**config.mk**
```make
export PLATFORM = sky130hd
export DESIGN_NAME = ah_lru_arbiter_n
export DESIGN_NICKNAME = d
export VERILOG_FILES = /design/src/rtl/ah_lru_arbiter_n.sv
export SDC_FILE = /design/constraint.sdc
export NUM_CORES = 1
export LEC_CHECK = 0
export ABC_AREA = 1
export CAP_MARGIN = 20
export CORE_MARGIN = 2
export CORE_UTILIZATION = 25
export CTS_CLUSTER_SIZE = 28
export DETAILED_ROUTE_END_ITERATION = 6
export REMOVE_ABC_BUFFERS = 1
export SYNTH_ARGS = -nofsm -noshare
export SYNTH_HDL_FRONTEND = slang
export SYNTH_SLANG_ARGS = --single-unit
```
**constraint.sdc**
```tcl
create_clock -name clk -period 25.5 [get_ports clk]
set_input_delay 3.825 -clock clk [delete_from_list [all_inputs] [get_ports clk]]
set_output_delay 3.825 -clock clk [all_outputs]
set_load 0.01 [all_outputs]
```
**src/rtl/ah_lru_arbiter_n.sv**
```systemverilog
// rtl/ah_lru_arbiter_n.sv - parametrised LRU arbiter with registered one-hot grant and busy hold
// Define AH_LRU_ARB_LOCK_EN to add the lock port and locked multi-cycle ownership.
module ah_lru_arbiter_n #(
  parameter  int N  = 10,
  localparam int RW = $clog2(N)
) (
  input  logic          clk,
  input  logic          rstn,
  input  logic [N-1:0]  req,
  input  logic          gnt_busy,
`ifdef AH_LRU_ARB_LOCK_EN
  input  logic          lock,
`endif
  output logic [N-1:0]  gnt,
  output logic          gnt_vld,
  output logic [RW-1:0] gnt_id
);

  typedef enum logic {S_IDLE, S_GRANT} state_t;

  state_t          state_q, state_d;
  logic [N-1:0]    gnt_q, gnt_d;
  logic            gnt_vld_q, gnt_vld_d;
  logic [RW-1:0]   gnt_id_q, gnt_id_d;
  logic [RW-1:0]   rank_q [N];
  logic [RW-1:0]   rank_d [N];

  logic            win_found;
  logic [RW-1:0]   win_idx;
  logic [RW-1:0]   win_rank;
  logic            lock_hold;
  logic            issue;

  // Ranks are unique, so the strict less-than comparison never has to break a tie.
  always_comb begin
    win_found = 1'b0;
    win_idx   = '0;
    win_rank  = '0;
    for (int i = 0; i < N; i++) begin
      if (req[i] && (!win_found || rank_q[i] < win_rank)) begin
        win_found = 1'b1;
        win_idx   = RW'(i);
        win_rank  = rank_q[i];
      end
    end
  end

`ifdef AH_LRU_ARB_LOCK_EN
  assign lock_hold = (state_q == S_GRANT) && lock && |(req & gnt_q);
`else
  assign lock_hold = 1'b0;
`endif

  // Busy outranks lock; either one freezes both the grant and the rank table.
  assign issue = !gnt_busy && !lock_hold && win_found;

  always_comb begin
    state_d   = state_q;
    gnt_d     = gnt_q;
    gnt_vld_d = gnt_vld_q;
    gnt_id_d  = gnt_id_q;
    for (int j = 0; j < N; j++) begin
      rank_d[j] = rank_q[j];
    end

    if (issue) begin
      state_d   = S_GRANT;
      gnt_d     = '0;
      gnt_d[win_idx] = 1'b1;
      gnt_vld_d = 1'b1;
      gnt_id_d  = win_idx;
      for (int j = 0; j < N; j++) begin
        if (RW'(j) == win_idx) begin
          rank_d[j] = RW'(N - 1);
        end else if (rank_q[j] > win_rank) begin
          rank_d[j] = rank_q[j] - 1'b1;
        end
      end
    end else if (!gnt_busy && !lock_hold) begin
      state_d   = S_IDLE;
      gnt_d     = '0;
      gnt_vld_d = 1'b0;
      gnt_id_d  = '0;
    end
  end

  always_ff @(posedge clk) begin
    if (!rstn) begin
      state_q   <= S_IDLE;
      gnt_q     <= '0;
      gnt_vld_q <= 1'b0;
      gnt_id_q  <= '0;
      for (int i = 0; i < N; i++) begin
        rank_q[i] <= RW'(i);
      end
    end else begin
      state_q   <= state_d;
      gnt_q     <= gnt_d;
      gnt_vld_q <= gnt_vld_d;
      gnt_id_q  <= gnt_id_d;
      for (int i = 0; i < N; i++) begin
        rank_q[i] <= rank_d[i];
      end
    end
  end

  assign gnt     = gnt_q;
  assign gnt_vld = gnt_vld_q;
  assign gnt_id  = gnt_id_q;

endmodule

```
# [Yosys cells after proc, flatten, opt, wreduce, memory -nomap -nowiden]
# Memories as Yosys holds them, arrays and structs flattened.
# Cells that the tools add are included.
[classes] add_sub_neg=10 n_lt_le_gt_ge=21 n_eq_ne=10 mux=70 bitwise_logic=10 n_reduce_logical=31
[op_table] cell="4-bit two-way mux" count=49
[op_table] cell="4-bit > comparator" count=10
[op_table] cell="40-bit two-way mux" count=1
[op_table] cell="4-bit by 1-bit subtractor with 4-bit output, second input constant" count=10
[op_table] cell="4-bit less-than comparator" count=9
[op_table] cell="10-bit two-way mux" count=2
[op_table] cell="3-bit by 4-bit == test with 1-bit output, first input constant" count=4
[op_table] cell="1-bit two-way mux" count=16
[op_table] cell="1-bit logical AND" count=11
[op_table] cell="1-bit zero test" count=10
[op_table] cell="1-bit OR" count=10
[op_table] cell="1-bit logical OR" count=9
[op_table] cell="2-bit by 4-bit == test with 1-bit output, first input constant" count=2
[op_table] cell="4-bit == test, first input constant" count=2
[op_table] cell="4-bit by 5-bit less-than comparator with 1-bit output, second input constant" count=1
[op_table] cell="1-bit demux with 4-bit select" count=1
[op_table] cell="1-bit by 4-bit == test with 1-bit output, first input constant" count=1
[op_table] cell="4-bit by 1-bit greater-or-equal comparator with 1-bit output, second input constant" count=1
[op_table] cell="4-bit zero test" count=1
[op_table] cell="2-bit two-way mux" count=1
[op_table] cell="2-bit by 1-bit inequality test with 1-bit output, second input constant" count=1
[totals] reg_bits=15 mem_bits_rw=40 input_bits=13 output_inout_bits=15 elab_cells=156 mem_count=1
[memory_table] name="rank_q" words=10 width=4 read_ports=10 rd_ports_with_merged_regs=0 write_ports=10 line_no="25" source="logic [RW-1:0] rank_q [N];"

# [Logic depth before layout (Yosys ltp)]
# An unclocked memory read counts as a cell.
[depth] word_depth=43 depth_mapped=95 depth_no_buf=94

# [Least setup slack after synthesis]
# No wires, ideal clock.
[synth_timing] path_kind="input to register" from="in req[0]" to="mem rank_q[9][0] in the netlist's numbering" setup_ns=0.138 arrival_ns=13.069 t_required_ns=25.362 setup_slack_ns=12.294 stages=75 n_path_buf=1 cell_sequence="nand2_1 > ha_1 > a21oi_1 > nand2_1 > nand2_1 > nand2_2 > o21ai_0 > ha_1 > a21oi_1 > nand2_1 > nand2_2 > nand2_4 > o21ai_0 > ha_1 > a21oi_1 > nand2_1 > nand2_2 > nand2_4 > [... 39 more ...] > ha_1 > inv_1 > o21bai_1 > inv_1 > nand2_1 > nand2_2 > nand2_2 > buf_6 > o21ai_0 > ha_1 > a21oi_1 > o22ai_1 > nand2_1 > nand2_1 > nand2_1 > nand2_1 > o21ai_0 > o211ai_1"
[synth_lines] item="start, declared" line_no="9" source="input logic [N-1:0] req,"
[synth_lines] item="end, declared" line_no="25"

==> impl_results.md <==
* Status: completed
* Layout cell share with drive strength beyond 1 at 8.20%
* Slowest stage delay, CP at 770 ps
* Max-slew violations at 0
* Insertion delay to the later sink of the worst-skew pair at 310 ps
* Post-Place Worst Slack at 9980 ps
* DR WL met2 at 6440 um
* DRT iter0 DRCs at 332
* Initial antenna violation count at 0
* Synth-to-layout area growth at 14.3%
* Antenna cells at 0
* Number of global-route vias before repair at 4810
* Cells on worst reg2reg path at 78
* Worst reg2reg setup slack at 13920 ps
* Final setup margin at 10270 ps
* DR vias/cell at 4.63
* Post-Syn Area at 5180 um^2
* Worst setup path class: input pin to register
* WL met1 at 6860 um
* IO buf count at 27
* Post-CTS Setup Inserts at 0
* Max Clock Skew at 14.0 ps
* Routed met3 length at 502 um
* DRT Pass-1 Iters at 5
* Core area at 20300 um^2
* Final min period at 15230 ps
* Avg Cell Area, Syn at 6.36 um^2
* Area of the multi-input gates at 3560 um^2
* Adder-Cell Fraction of Synth Area at 14.7%
* Post-synthesis mux area share at 0%
* Routed wire per std cell at 12.8 um
* Hold depth at 2
* Clock root buffer: clkbuf_16
* Unrepaired setup endpoints after global routing: no
* CP Capture Type: register
* Final instance area at 5910 um^2
* Max transition margin at 35.1%
* Worst-Margin Slew at 971 ps
* Critical path's most frequent cell: nand2_1
* Total number of vias at 5142
* Final wirelength at 14300 um
* Worst Hold End: gnt[4]$_SDFFE_PN0P_
* Synth warn at 0
* Startpoint Class: input pin
* Gpl congestion at 0.923
* Die width at 148 um
* Pin count of the biggest net entering global routing at 35
* Detail Route Antenna Nets at 0
* Setup-failing EPs final at 0
* Most frequent cells in the layout: nand2_1, nand3_1, inv_1, ha_1, dfxtp_1
* Crit path arrival time at 15400 ps
* Post-Route Utilization at 29.1%
* Sequential element share of the synthesized area at 21.3%
* Worst R2R End: rank_q[7][0]$_SDFFE_PN1P_
* HPWL after DPL at 11000 um
* GRT overflow at 0
* Starting Density at 25.5%
* Post-synth cell types at 36
* Req. time, crit path at 25680 ps
* Worst-path clk slew at 80 ps
* Post-Synthesis Cells at 814
* Crit share post-route at 59.7%
* GRT Total Usage at 13.5%
* Die Ht at 148 um
* First-pass GRT wire length at 23900 um
* Clock Sinks at 55
* CTS Buf Count at 5
* FF-to-FF Start: rank_q[0][3]$_SDFFE_PN0P_
* Simple-gate share of the synthesized area at 40.8%
* Nets at 914
* CTS Hold Bufs at 0
* DRC viols at 0
* Hold path startpoint: gnt[4]$_SDFFE_PN0P_
* Placement Cell Area at 5740 um^2
* Row count at 52
* CTS tree: done
* Crit path max fanout at 12
* Register Area at 1100 um^2
* Cts repair resizes at 0
* Worst path slowest cell: o21ai_0
* Largest family of logic cells by synthesized area: simple AND/OR/NAND/NOR gates
* Worst Hold Class: register to register
* H-tree depth at 2
* Max Freq at 65.7 MHz
* Fill count at 2276
* Die area at 21900 um^2
* Most common cell after layout, fill and taps aside: nand2_1
* Setup TNS at 0 ps
* Max clock buf depth at 2
* Final Hold Viols at 0
* MaxCap Viol Count at 0
* Flops & latches, synth at 55
* Synth Area in XOR/XNOR at 2.54%
* Post-synthesis compound-gate area fraction at 10.6%
* Top sig layer: met4
* I/O pins at 28
-- cell families after synthesis --
logic type	after synthesis
simple gates	458
buf+inv	126
compound gates	99
fa+ha+maj	61
flops	55
xor+xnor	15
-- metrics by stage --
step                      std cells  hold WS [ps]
after floorplan                 800           452
after CTS                      1111           460
final                          1111           456
after detailed placement       1103           449
after global placement         1103           445
after global routing           1111           478
-- layout make-up --
cell class	count	share of cell area, %
clock inverters	2	0.656
multi-input cells	633	60.2
repair buffers	33	5.33
inverters	112	7.11
flip-flops and latches	55	18.6
clock buffers	6	2.35
well taps	270	5.71
-- sequential cells by signal, indices dropped and copies added, names as in the netlist --
register	cells
gnt_id	4
gnt_vld	1
rank_q	40
gnt	10
-- Yosys cell counts, drive strengths merged --
library cell	instances	area [um^2]
nand2	260	1110
nand3	123	631
inv	111	417
ha	61	763
dfxtp	55	1100
nor2	47	189
a21oi	44	220
o21ai	34	174
o21bai	14	105
or2	10	62.6
xor2	8	70.1
buf	7	58.8
xnor2	7	61.3
nor3	6	41.3
and3	5	31.3
clkbuf	5	18.8
nand3b	5	37.5
o211ai	3	22.5
a22oi	2	15.0
nand4	2	12.5
clkinv	1	3.75
dlygate4sd1	1	8.76
dlygate4sd3	1	10.0
o21a	1	7.51
o22ai	1	6.26
-- worst max-delay path by stage --
| stage | start | to | slack [ps] | depth (start not counted) |
|---|---|---|---|---|
| 6_report | req[0] | rank_q[7][0]$_SDFFE_PN1P_ | 10270 | 79 |
| 5_1_grt | req[0] | rank_q[8][2]$_SDFFE_PN0P_ | 9090 | 82 |
| 4_1_cts | req[0] | rank_q[7][0]$_SDFFE_PN1P_ | 10290 | 81 |
| 3_5_place_dp | req[0] | rank_q[7][0]$_SDFFE_PN1P_ | 9980 | 81 |
| 3_3_place_gp | req[0] | rank_q[7][0]$_SDFFE_PN1P_ | 10110 | 81 |
| 2_1_floorplan | req[0] | rank_q[4][0]$_SDFFE_PN0P_ | 12310 | 74 |
-- per-layer routing --
| metal | up-vias | track usage (%) |
|---|---|---|
| met3 | 30 | 1.94 |
| met5 | - | 0 |
| li1 | 2692 | - |
| met4 | 0 | 5.38 |
| met2 | 92 | 22.6 |
| met1 | 2328 | 17.4 |
-- critical path: cells and delay by family --
family | cells | cell delay, ps
AOI/OAI and AO/OA | 16 | 3830
adders and majority gates | 10 | 2940
buffers and inverters | 12 | 1440
and+or+nand+nor | 41 | 3310
Power is left out: the tool's default activity adds up to more than one toggle a clock period on the data nets, which glitch-free logic cannot reach.
